--- config.mk ---
export PLATFORM = sky130hd
export DESIGN_NAME = fetch_unit
export DESIGN_NICKNAME = d
export VERILOG_FILES = /design/src/rtl/fetch_unit.sv
export SDC_FILE = /design/constraint.sdc
export NUM_CORES = 1
export LEC_CHECK = 0
export ABC_AREA = 0
export BUFFER_PORTS_ARGS = -buffer_cell sky130_fd_sc_hd__clkbuf_2
export CAP_MARGIN = 20
export CELL_PAD_IN_SITES_DETAIL_PLACEMENT = 1
export CELL_PAD_IN_SITES_GLOBAL_PLACEMENT = 1
export CORE_AREA = 2 2 183 257
export DETAILED_ROUTE_END_ITERATION = 6
export DIE_AREA = 0 0 185 259
export PLACE_DENSITY_LB_ADDON = 0.1
export SLEW_MARGIN = 20
export SYNTH_ARGS = -nofsm -noshare
export SYNTH_HDL_FRONTEND = slang
export SYNTH_SLANG_ARGS = --single-unit
--- constraint.sdc ---
create_clock -name clk_i -period 2.8 [get_ports clk_i]
set_input_delay 0.28 -clock clk_i [delete_from_list [all_inputs] [get_ports clk_i]]
set_output_delay 0.28 -clock clk_i [all_outputs]
set_load 0.02 [all_outputs]
--- src/rtl/fetch_unit.sv ---
// Instruction-fetch stage: owns the PC, issues in-order memory requests and
// buffers PC-tagged instructions in a small FIFO that decode drains.
module fetch_unit #(
  parameter int              XLEN     = 32,
  parameter int              ILEN     = 32,
  parameter int              DEPTH    = 4,
  parameter int              ADDR_W   = 13,
  parameter logic [XLEN-1:0] RESET_PC = '0
) (
  input  logic                       clk_i,
  input  logic                       rst_i,
  input  logic                       redirect_i,
  input  logic [XLEN-1:0]            redirect_pc_i,
  output logic                       imem_req_valid_o,
  input  logic                       imem_req_ready_i,
  output logic [ADDR_W-1:0]          imem_addr_o,
  input  logic                       imem_rsp_valid_i,
  input  logic [ILEN-1:0]            imem_rsp_data_i,
  output logic                       instr_valid_o,
  input  logic                       instr_ready_i,
  output logic [ILEN-1:0]            instr_o,
  output logic [XLEN-1:0]            instr_pc_o,
  output logic [XLEN-1:0]            instr_pc_four_o,
  output logic [$clog2(DEPTH+1)-1:0] count_o
);

  localparam int CW = $clog2(DEPTH) + 1;
  localparam int PW = $clog2(DEPTH);
  localparam logic [ILEN-1:0] NOP = ILEN'(32'h0000_0013);

  // Handshakes: a transfer happens on a rising edge where valid and ready are
  // both high; once valid is raised its payload holds until that transfer.
  // The response channel has no ready: every response is consumed on arrival.

  logic [XLEN-1:0] r_fetch_pc;
  logic [XLEN-1:0] r_rsp_pc;
  logic [CW-1:0]   r_count;
  logic [CW-1:0]   r_outst;
  logic [CW-1:0]   r_drop;
  logic [PW-1:0]   r_head;
  logic [PW-1:0]   r_tail;
  logic [ILEN-1:0] r_instr_mem [DEPTH];
  logic [XLEN-1:0] r_pc_mem    [DEPTH];

  logic            w_credit;
  logic            w_req_fire;
  logic            w_empty;
  logic            w_deq;
  logic            w_drop_now;
  logic            w_enq;
  logic [XLEN-1:0] w_target;
  logic [XLEN-1:0] w_instr_pc;

  // Dropped slots still hold credit until their response has returned.
  assign w_credit   = ({1'b0, r_count} + {1'b0, r_outst}) < (CW+1)'(DEPTH);
  assign imem_req_valid_o = !rst_i && !redirect_i && w_credit;
  assign w_req_fire = imem_req_valid_o && imem_req_ready_i;
  assign w_empty    = (r_count == '0);
  assign w_deq      = !w_empty && instr_ready_i && !redirect_i;
  assign w_drop_now = (r_drop != '0);
  assign w_enq      = imem_rsp_valid_i && !redirect_i && !w_drop_now;
  assign w_target   = {redirect_pc_i[XLEN-1:2], 2'b00};

  assign imem_addr_o = r_fetch_pc[ADDR_W-1:0];

  always_ff @(posedge clk_i or posedge rst_i) begin
    if (rst_i) begin
      r_fetch_pc <= RESET_PC;
      r_rsp_pc   <= RESET_PC;
      r_count    <= '0;
      r_outst    <= '0;
      r_drop     <= '0;
      r_head     <= '0;
      r_tail     <= '0;
    end else begin
      r_outst <= r_outst + CW'(w_req_fire) - CW'(imem_rsp_valid_i);
      if (redirect_i) begin
        // Everything in flight, including a response arriving right now, is stale.
        r_fetch_pc <= w_target;
        r_rsp_pc   <= w_target;
        r_count    <= '0;
        r_head     <= '0;
        r_tail     <= '0;
        r_drop     <= r_outst - CW'(imem_rsp_valid_i);
      end else begin
        if (w_req_fire) r_fetch_pc <= r_fetch_pc + XLEN'(4);
        if (imem_rsp_valid_i && w_drop_now) r_drop <= r_drop - CW'(1);
        if (w_enq) begin
          r_rsp_pc <= r_rsp_pc + XLEN'(4);
          r_tail   <= r_tail + PW'(1);
        end
        if (w_deq) r_head <= r_head + PW'(1);
        r_count <= r_count + CW'(w_enq) - CW'(w_deq);
      end
    end
  end

  always_ff @(posedge clk_i) begin
    if (w_enq) begin
      r_instr_mem[r_tail] <= imem_rsp_data_i;
      r_pc_mem[r_tail]    <= r_rsp_pc;
    end
  end

  // When empty, the PC shown is the next one expected back (RESET_PC after reset).
  assign w_instr_pc      = w_empty ? r_rsp_pc : r_pc_mem[r_head];
  assign instr_valid_o   = !w_empty;
  assign instr_o         = w_empty ? NOP : r_instr_mem[r_head];
  assign instr_pc_o      = w_instr_pc;
  assign instr_pc_four_o = w_instr_pc + XLEN'(4);
  assign count_o         = r_count;

endmodule

* Yosys cells after proc, flatten, opt, wreduce, memory -nomap -nowiden *
Memory sizes are Yosys's and may differ from the RTL's.
Index checks and enable logic that the tools add are counted.
Widths: inputs -> output; s select.

word-level totals
  flip-flop bits (word level) = 77
  memory bits (writable) = 256
  output and inout bits = 114
  memories kept = 2

cells by class
  add/subtract/negate cells = 12
  $lt $le $gt $ge = 1
  mux-type cells = 15
  reduce and logical (&&, ||, !) cells = 18

memory list
  name         depth  width  read ports  clocked after Yosys merged registers in  wr ports  RTL line  source
  r_instr_mem  4      32     1           0                                        1         42        logic [ILEN-1:0] r_instr_mem [DEPTH];
  r_pc_mem     4      32     1           0                                        1         43        logic [XLEN-1:0] r_pc_mem [DEPTH];

operators by type and width
  cell                   number
  $mux 32                6
  $add 32x3->32 const B  3
  $mux 3                 3
  $sub 3x1->3            3
  $logic_and 1x1->1      8
  $mux 2                 4
  $reduce_bool 2->1      4
  $add 3x1->3            2
  $add 2x1->2 const B    2
  $add 3x3->4            1
  $logic_not 1->1        4
  $lt 4x3->1 const B     1
  $logic_not 3->1        1
  $reduce_bool 3->1      1
  $sub 3x1->3 const B    1
  $mux 1                 2

* Longest topological paths before layout *
Gate-level depths: netlist (run 1).

  depth after elaboration = 6
  gate-level depth with buffers = 13

* Worst setup path before layout (run 1) *
Ideal clock, no wire load.

  path type = register -> output
  from = register r_count[0] (netlist: count_o[0])
  to = output port instr_pc_four_o[24]
  data arrival time = 3.427 ns
  required time = 2.520 ns
  path slack = -0.907 ns
  stages on the path, launching flop included = 14
  path buffers = 4
  cell sequence = dfrtp_1 -> nor3_2 -> inv_2 -> buf_1 -> clkbuf_1 -> clkbuf_1 -> nand2_1 -> nand2_1 -> ha_1 -> a21boi_1 -> and2_1 -> clkbuf_1 -> nand4_1 -> xnor2_1

on the way
  cells in the longest elaborated chain, start to end = 3

RTL lines
  what                    RTL line  source
  start, declared         37        logic [CW-1:0] r_count;
  start signal, assigned  93        r_count <= r_count + CW'(w_enq) - CW'(w_deq);
  $logic_not 3->1         58        assign w_empty = (r_count == '0);
  $mux 32                 106       assign w_instr_pc = w_empty ? r_rsp_pc : r_pc_mem[r_head];
  via instr_pc_o[3]       22        output logic [XLEN-1:0] instr_pc_o,
  $add 32x3->32           110       assign instr_pc_four_o = w_instr_pc + XLEN'(4);
  end, declared           23        output logic [XLEN-1:0] instr_pc_four_o,

The timed path passes the listed nets, and every way through them passes these cells.

* Final worst setup path (run 1) *
  from = register r_head[0]
  to = output port instr_pc_four_o[22]

on the way
  cells in the longest elaborated chain, start to end = 3

RTL lines
  what                    RTL line  source
  start, declared         40        logic [PW-1:0] r_head;
  start signal, assigned  92        if (w_deq) r_head <= r_head + PW'(1);
  $mem_v2 4x32            --
  $mux 32                 106
  $add 32x3->32           110

Every way passes these cells.

==> out/qor_table.md, run 1 <==
| Parameter | Value |
|:---|:---|
| Type of the worst min-delay path | primary input to flip-flop |
| Avg Synthesized Cell Area | 15.0 um^2 |
| Hold Path Cell Cnt | 3 |
| DR WL/cell | 20.1 um |
| Number of buffers added on ports | 175 |
| Bufs on Longest Clock Path | 3 |
| Part of the cycle the worst path needs | 1.19 |
| Hold Violations, Final | 0 |
| Worst Path Required | 2520 ps |
| Origin of the worst min-delay path | redirect_pc_i[29] |
| Floorplan die area | 0.0479 mm^2 |
| Top post-synthesis cells by count | sky130_fd_sc_hd__edfxtp_1 (248), sky130_fd_sc_hd__nand2_1 (126), sky130_fd_sc_hd__dfrtp_1 (54), sky130_fd_sc_hd__o21ai_0 (41), sky130_fd_sc_hd__mux4_2 (40) |
| Number of flops mapped to enable cells by yosys | 248 |
| Final WL | 37.9 mm |
| Clock transition at the registers of the reported paths | 60 ps |
| Area of placed instances | 0.0161 mm^2 |
| Kind of end point of the critical path | output pin |
| Failing checks | setup timing |
| TritonRoute pass-1 iters | 6 |
| Routability congestion estimate from global placement | 0.764 |
| Final HPWL from detailed placement | 25.9 mm |
| Worst hold margin | 4.33 ps |
| Cell type with the highest aggregate area in the netlist | sky130_fd_sc_hd__edfxtp_1 |
| Status | finished, violations left |
| Placement Rows | 93 |
| Count of vias placed by the detailed router | 8710 |
| Number of cells traversed by the worst register-to-register path | 12 |
| Final TNS setup | -10130 ps |
| Critical R2R Capture | r_outst[2] |
| Initial antenna violation count | 0 |
| Antenna-violating nets left | 0 |
| Tot GR Track Use | 0.162 |
| Pin count of the biggest net entering global routing | 57 |
| Largest voltage drop on the vdd net | 365 uV |
| Worst path slowest cell | sky130_fd_sc_hd__dfrtp_4 |
| Leakage power of the design | 6.96 nW |
| Share of synthesized flip-flops with an asynchronous set or reset | 0.179 |
| Part of the Yosys area used for sequential elements | 0.651 |
| Number of buffers added by the clock tree synthesis step | 34 |
| Initial DRC count | 357 |
| Type of the worst setup path | flip-flop to output pin |
| Wire length of the first global-routing pass | 58.3 mm |
| Fin. max-slew vios | 0 |
| Share of cells above drive strength 1 | 0.383 |
| Number of register bits inferred by synthesis | 302 |
| CP top delay family | buffers and inverters |
| Cell types with the largest area share after synthesis | sky130_fd_sc_hd__edfxtp_1 (55%), sky130_fd_sc_hd__dfrtp_1 (10%), sky130_fd_sc_hd__mux4_2 (6.7%) |
| Horizontal extent of the die | 185 um |
| Clock sink total | 302 |
| # nets final | 1332 |
| Cell-by-cell trace of the critical path | buf_12 -> mux4_2 -> mux2i_4 -> inv_2 -> ha_4 -> a21boi_4 -> buf_4 -> nand4_4 -> nor3b_4 -> xor2_2 -> clkbuf_8 |
| GRT overflow | 0 |
| Number of instances in the synthesized netlist | 899 |
| Die extent in y | 259 um |
| Worst Hold End | r_rsp_pc[29] |
| Skew-Pair Late Insertion Delay | 530 ps |
| Crit path time final | 3320 ps |
| CTS tree | yes |
| Per-cell via count in the routed design | 4.62 |
| Htree depth | 2 |
| Summed instance area of the synthesized netlist | 0.0135 mm^2 |
| Unrepaired setup endpoints after global routing | yes |
| Warnings, synthesis | 0 |
| Diodes inserted | 0 |
| Startpoint kind of the worst setup timing path | flip-flop |
| Final setup violation count | 30 |
| CP max FO | 6 |
| Number of max-cap violations | 0 |
| Share of the synthesized area in the top cell type | 0.551 |
| Total power divided by cell area | 931 mW/mm^2 |
| Data arrival time of the worst path | 3040 ps |
| Smallest setup slack after layout | -525 ps |
| Clock tree root buffer cell | sky130_fd_sc_hd__clkbuf_16 |
| Actual transition at the worst max-transition pin | 769 ps |
| Buffer and inverter count on the worst path | 4 |
| Worst reg2reg path startpoint | count_o[2] |
| Worst Clk Skew | 18.0 ps |
| Main synth FF type | sky130_fd_sc_hd__edfxtp_1 |
| Fill cell count | 4806 |
| Worst setup slack for register-to-register paths | 10 ps |
| Synthesis-to-layout area growth | 34.7% |
| Maximum single-stage delay on the critical path | 520 ps |
| Final routed DRC violation total | 0 |
| Area of all placed cells without fillers | 0.0182 mm^2 |
| Core area | 0.0456 mm^2 |
| Maximum clock frequency | 0.301 GHz |
| Number of global-route vias before repair | 9577 |
| Initial Utilization | 0.296 |
| Headroom to the max-slew limit | 0.487 |
| Number of library cell types mapped by synthesis | 56 |
| Most numerous cell in the Yosys netlist | sky130_fd_sc_hd__edfxtp_1 |
| Top Ports | 184 |
==> layer usage <==
metal | share of wire | GRT usage | wire length, um | vias to the layer above
met5 | 0 | 0 | 0 | -
met4 | 0.016 | 0.0390 | 617 | 0
met3 | 0.039 | 0.0276 | 1480 | 40
met2 | 0.52 | 0.290 | 19700 | 163
met1 | 0.43 | 0.201 | 16200 | 4490
li1 | - | - | - | 4017
==> layout by cell type (no fill, tap or decap), drive strengths merged, types with 2 or more instances in the layout <==
| master | n |
|---|---|
| and3 | 9 |
| nor4 | 2 |
| clkinv | 14 |
| conb | 6 |
| or2 | 4 |
| and2 | 35 |
| ha | 17 |
| nor2b | 3 |
| nor4b | 2 |
| buf | 137 |
| nand4b | 2 |
| mux4 | 62 |
| nand2 | 128 |
| bufinv | 5 |
| edfxtp | 248 |
| xnor2 | 35 |
| o21ai | 41 |
| nand2b | 2 |
| clkbuf | 203 |
| a31oi | 2 |
| a21boi | 2 |
| nor2 | 38 |
| and4 | 3 |
| o211ai | 2 |
| mux2i | 11 |
| xor2 | 34 |
| nand3 | 38 |
| mux2 | 2 |
| nor3 | 8 |
| a21oi | 10 |
| dlygate4sd3 | 52 |
| inv | 29 |
| o311ai | 5 |
| dfrtp | 54 |
| a22oi | 2 |
| nand4 | 14 |
| fa | 2 |
==> logic make-up (layout without fill, tap and decap cells) <==
family	after synthesis	count (layout)	share of synthesized area
other	1	6	0.000278
buffers and inverters	75	440	0.0293
DFF	302	302	0.651
and+or+nand+nor	292	292	0.106
AOI/OAI and AO/OA	66	66	0.0301
muxes	75	75	0.119
adders and majority gates	19	19	0.0187
xor gates and xnor gates	69	69	0.0447
==> worst max-delay path by stage <==
stage	from	to	cells past startpoint
final	r_head[0]	instr_pc_four_o[22]	11
after global routing	r_head[0]	instr_pc_four_o[29]	9
after CTS	r_head[0]	instr_pc_four_o[31]	10
after detailed placement	r_head[0]	instr_pc_four_o[19]	10
after global placement	r_head[0]	instr_pc_four_o[24]	9
after floorplan	count_o[1]	r_outst[2]	12
==> worst reg2reg max path, cell delays in order, from the launching register on <==
cell,delay [ps]
sky130_fd_sc_hd__dfrtp_2,430
sky130_fd_sc_hd__buf_6,140
sky130_fd_sc_hd__ha_4,200
sky130_fd_sc_hd__or4_4,420
sky130_fd_sc_hd__a311oi_4,300
sky130_fd_sc_hd__nand2_2,140
sky130_fd_sc_hd__ha_4,230
sky130_fd_sc_hd__inv_2,60
sky130_fd_sc_hd__ha_4,110
sky130_fd_sc_hd__inv_2,30
sky130_fd_sc_hd__fa_2,360
sky130_fd_sc_hd__xnor2_2,150
sky130_fd_sc_hd__xnor2_1,120
==> metrics by stage <==
stage | utilization | instances | worst slack (ps) | power, mW
floorplan | - | 904 | -276 | 9.39
global placement | 0.353 | 1759 | -99.2 | 11.9
detailed placement | 0.353 | 1759 | -116 | 11.9
CTS | 0.395 | 1880 | -584 | 17.1
global route | 0.399 | 1886 | -673 | 17.9
finish | 0.399 | 1886 | -525 | 16.9
==> final cells by class <==
type | count | area [um^2] | share of cell area
Clock buffer | 44 | 920 | 0.0505
Clock inverter | 18 | 240 | 0.0132
Inverter | 30 | 115 | 0.00633
Tap cell | 617 | 772 | 0.0424
Sequential cell | 302 | 8810 | 0.484
Multi-Input combinational cell | 527 | 4730 | 0.260
Timing Repair Buffer | 348 | 2610 | 0.144
==> registers in the layout, summed over array words and instances, names as in the netlist <==
register,cells
r_head,2
r_instr_mem,128
r_pc_mem,120
r_drop,3
r_fetch_pc,11
r_outst,3
r_tail,2
count_o,3
r_rsp_pc,30
==> timing repair <==
item	in CTS	in global routing
pin swaps	9	15
resized for setup	71	47
buffers inserted	8	7
hold endpoints to repair	184	0
endpoints found under the setup margin	45	52
hold buffers	52	0
==> where the power goes <==
group | switching [mW] | internal (mW) | leakage (nW)
clock network | 1.85 | 2.81 | 0.567
registers | 0.226 | 5.15 | 2.89
logic | 3.91 | 2.99 | 3.50
total | 5.99 | 10.9 | 6.96
Note: power is estimated with default switching activity, not from simulation.
==> run 2, diff against run 1 <==
ABC_AREA = 1   (was 0)
CORE_AREA = 2 2 193 271   (was 2 2 183 257)
DIE_AREA = 0 0 195 273   (was 0 0 185 259)
==> run 2 against run 1 <==
Net effect: clock skew decreased by 7.3 ps; area after synthesis increased by 12%; the run still ends with setup timing left; via count increased by 45%; first-iteration DRC count increased by 49%; largest cell class unchanged; die area increased by 11%.
==> out/qor_table.md, run 2 <==
| Parameter | Value |
|:---|:---|
| Core area | 0.0508 mm^2 |
| Worst setup slack for register-to-register paths | 130 ps |
| Number of instances in the synthesized netlist | 1677 |
| Tot GR Track Use | 0.207 |
| Initial Utilization | 0.298 |
| # nets final | 2079 |
| Number of register bits inferred by synthesis | 302 |
| Final routed DRC violation total | 0 |
| Initial DRC count | 533 |
| Startpoint kind of the worst setup timing path | flip-flop |
| Critical R2R Capture | r_outst[2] |
| Number of buffers added on ports | 175 |
| Share of the synthesized area in the top cell type | 0.492 |
| Fin. max-slew vios | 0 |
| Origin of the worst min-delay path | redirect_pc_i[10] |
| Type of the worst setup path | flip-flop to output pin |
| Htree depth | 2 |
| Worst path slowest cell | sky130_fd_sc_hd__dfrtp_4 |
| Wire length of the first global-routing pass | 82.7 mm |
| Diodes inserted | 0 |
| Commonest non-fill, non-tap cells in the layout | sky130_fd_sc_hd__nand2_1 (369), sky130_fd_sc_hd__edfxtp_1 (248), sky130_fd_sc_hd__nor2_1 (197) |
| Registers with the most flip-flops | r_instr_mem x128, r_pc_mem x120, r_rsp_pc x30 |
| Top Ports | 184 |
| Headroom to the max-slew limit | 0.548 |
| Die extent in y | 273 um |
| Routability congestion estimate from global placement | 0.813 |
| Final WL | 55.1 mm |
| Warnings, synthesis | 0 |
| Share of cells above drive strength 1 | 0.273 |
| Part of the Yosys area used for sequential elements | 0.581 |
| Worst Hold End | r_fetch_pc[10] |
| Number of buffers added by the clock tree synthesis step | 35 |
| Final setup violation count | 27 |
| Pin count of the biggest net entering global routing | 63 |
| Register with the highest flop count | r_instr_mem |
| Worst Clk Skew | 10.6 ps |
| CTS tree | yes |
| Avg Synthesized Cell Area | 9.02 um^2 |
| Number of max-cap violations | 0 |
| Cell types with the largest area share after synthesis | sky130_fd_sc_hd__edfxtp_1 (49%), sky130_fd_sc_hd__nand2_1 (11%), sky130_fd_sc_hd__dfrtp_1 (8.9%) |
| Antenna-violating nets left | 0 |
| Largest voltage drop on the vdd net | 559 uV |
| CP max FO | 10 |
| Hold Path Cell Cnt | 3 |
| Part of the cycle the worst path needs | 1.08 |
| Kind of end point of the critical path | output pin |
| Initial antenna violation count | 0 |
| Status | finished, violations left |
| Top post-synthesis cells by count | sky130_fd_sc_hd__nand2_1 (435), sky130_fd_sc_hd__edfxtp_1 (248), sky130_fd_sc_hd__nor2_1 (238), sky130_fd_sc_hd__inv_1 (196), sky130_fd_sc_hd__nand3_1 (120) |
| Clock tree root buffer cell | sky130_fd_sc_hd__clkbuf_16 |
| Post-layout total power | 22.7 mW |
| Cell-by-cell trace of the critical path | buf_12 -> buf_16 -> nand2_1 -> nand3_2 -> nand2_2 -> nand2_1 -> nand2_2 -> nand2_2 -> nor2_2 -> nand2_4 -> nor2_4 -> nand2_1 -> nand2_1 -> nand2_2 -> buf_8 |
| Type of the worst min-delay path | primary input to flip-flop |
| Number of library cell types mapped by synthesis | 41 |
| Per-cell via count in the routed design | 4.75 |
| Worst Path Required | 2520 ps |
| Leakage power of the design | 8.59 nW |
| TritonRoute pass-1 iters | 4 |
| Placement Rows | 98 |
| Most numerous cell in the Yosys netlist | sky130_fd_sc_hd__nand2_1 |
| Largest register FFs | 128 |
| Actual transition at the worst max-transition pin | 677 ps |
| Clock transition at the registers of the reported paths | 60 ps |
| Total power divided by cell area | 1120 mW/mm^2 |
| Unrepaired setup endpoints after global routing | yes |
| Horizontal extent of the die | 195 um |
| Crit path time final | 3030 ps |
| Synthesis-to-layout area growth | 33.5% |
| Maximum single-stage delay on the critical path | 530 ps |
| Data arrival time of the worst path | 2750 ps |
| Clock sink total | 302 |
| Bufs on Longest Clock Path | 3 |
| GRT overflow | 0 |
| Number of global-route vias before repair | 13.8k |
| Main synth FF type | sky130_fd_sc_hd__edfxtp_1 |
| Minimum setup slack after placement | -123 ps |
| Worst hold margin | 18.7 ps |
| Failing checks | setup timing |
| Final HPWL from detailed placement | 35.4 mm |
| Skew-Pair Late Insertion Delay | 530 ps |
| Most common cell after layout, fill and taps aside | sky130_fd_sc_hd__nand2_1 |
| DR WL/cell | 20.7 um |
| Cell type with the highest aggregate area in the netlist | sky130_fd_sc_hd__edfxtp_1 |
| Maximum clock frequency | 0.330 GHz |
| Number of flops mapped to enable cells by yosys | 248 |
| Smallest setup slack after layout | -226 ps |
| Share of synthesized flip-flops with an asynchronous set or reset | 0.179 |
| Count of vias placed by the detailed router | 12.6k |
| Worst reg2reg path startpoint | count_o[2] |
| Number of cells traversed by the worst register-to-register path | 13 |
| Hold Violations, Final | 0 |
| Summed instance area of the synthesized netlist | 0.0151 mm^2 |
| Floorplan die area | 0.0532 mm^2 |
| Post-route core utilization | 0.398 |
-- run 2: logic make-up (layout without fill, tap and decap cells) --
kind of cell | Yosys count | after routing | synth area share
DFF | 302 | 302 | 0.581
adders and majority gates | 19 | 19 | 0.0167
buffers and inverters | 274 | 607 | 0.0789
other | 1 | 6 | 0.000248
and+or+nand+nor | 866 | 866 | 0.237
AOI/OAI and AO/OA | 184 | 184 | 0.0675
xor gates and xnor gates | 31 | 31 | 0.0179
-- run 2: area by class of cell --
| cell class | instances | area [um^2] |
|---|---|---|
| clock inverter | 14 | 101 |
| tap | 650 | 813 |
| multi-input combinational | 1106 | 5930 |
| timing repair buffer | 342 | 2790 |
| clock buffer | 48 | 987 |
| sequential | 302 | 8800 |
| inverter | 203 | 779 |
| fill | 5824 | 30600 |
-- run 2: worst max-delay path by stage --
stage / startpoint / to / slack, ps / cells after the start
finish: r_head[0] / instr_pc_four_o[30] / -230 / 15
global route: r_head[0] / instr_pc_four_o[23] / -370 / 15
CTS: r_head[0] / instr_pc_four_o[23] / -300 / 16
detailed placement: r_head[0] / instr_pc_four_o[18] / -120 / 13
global placement: r_head[0] / instr_pc_four_o[18] / -80 / 13
floorplan: r_drop[0] / r_instr_mem[0][0] / -350 / 6
-- run 2: where the power goes --
| group | leakage (nW) | internal (mW) | total, mW | switching [mW] |
|---|---|---|---|---|
| sequential | 2.89 | 5.28 | 5.66 | 0.378 |
| combinational | 5.16 | 4.54 | 12.6 | 8.04 |
| clock | 0.533 | 2.56 | 4.43 | 1.87 |
-- run 2: routing by layer --
layer / share of wire / up-vias / GRT usage
met4: 0.039 / 0 / 0.0793
met5: 0 / - / 0
li1: - / 6088 / -
met2: 0.53 / 236 / 0.383
met3: 0.036 / 89 / 0.0275
met1: 0.40 / 6235 / 0.241
-- run 2: repair_timing --
action,4_1_cts,5_1_grt
resized for setup,145,139
hold buffers,41,0
setup endpoints to repair,37,34
endpoints found under the hold margin,162,0
gates cloned,6,3
pin swaps,34,59
buffers inserted,31,22
-- run 2: through the flow --
stage               instance area (um^2)  TNS (ps)  cells
floorplan                          15200    -87590   1682
global placement                   17100     -79.4   2502
detailed placement                 17100      -174   2502
CTS                                19500     -5760   2641
global route                       20200     -8160   2665
finish                             20200     -4280   2665
-- run 2: critical path: cells and delay by family, from the launching register on --
kind | cells | cell delay [ps]
and+or+nand+nor | 12 | 1190
buffers and inverters | 3 | 480
DFF | 1 | 530
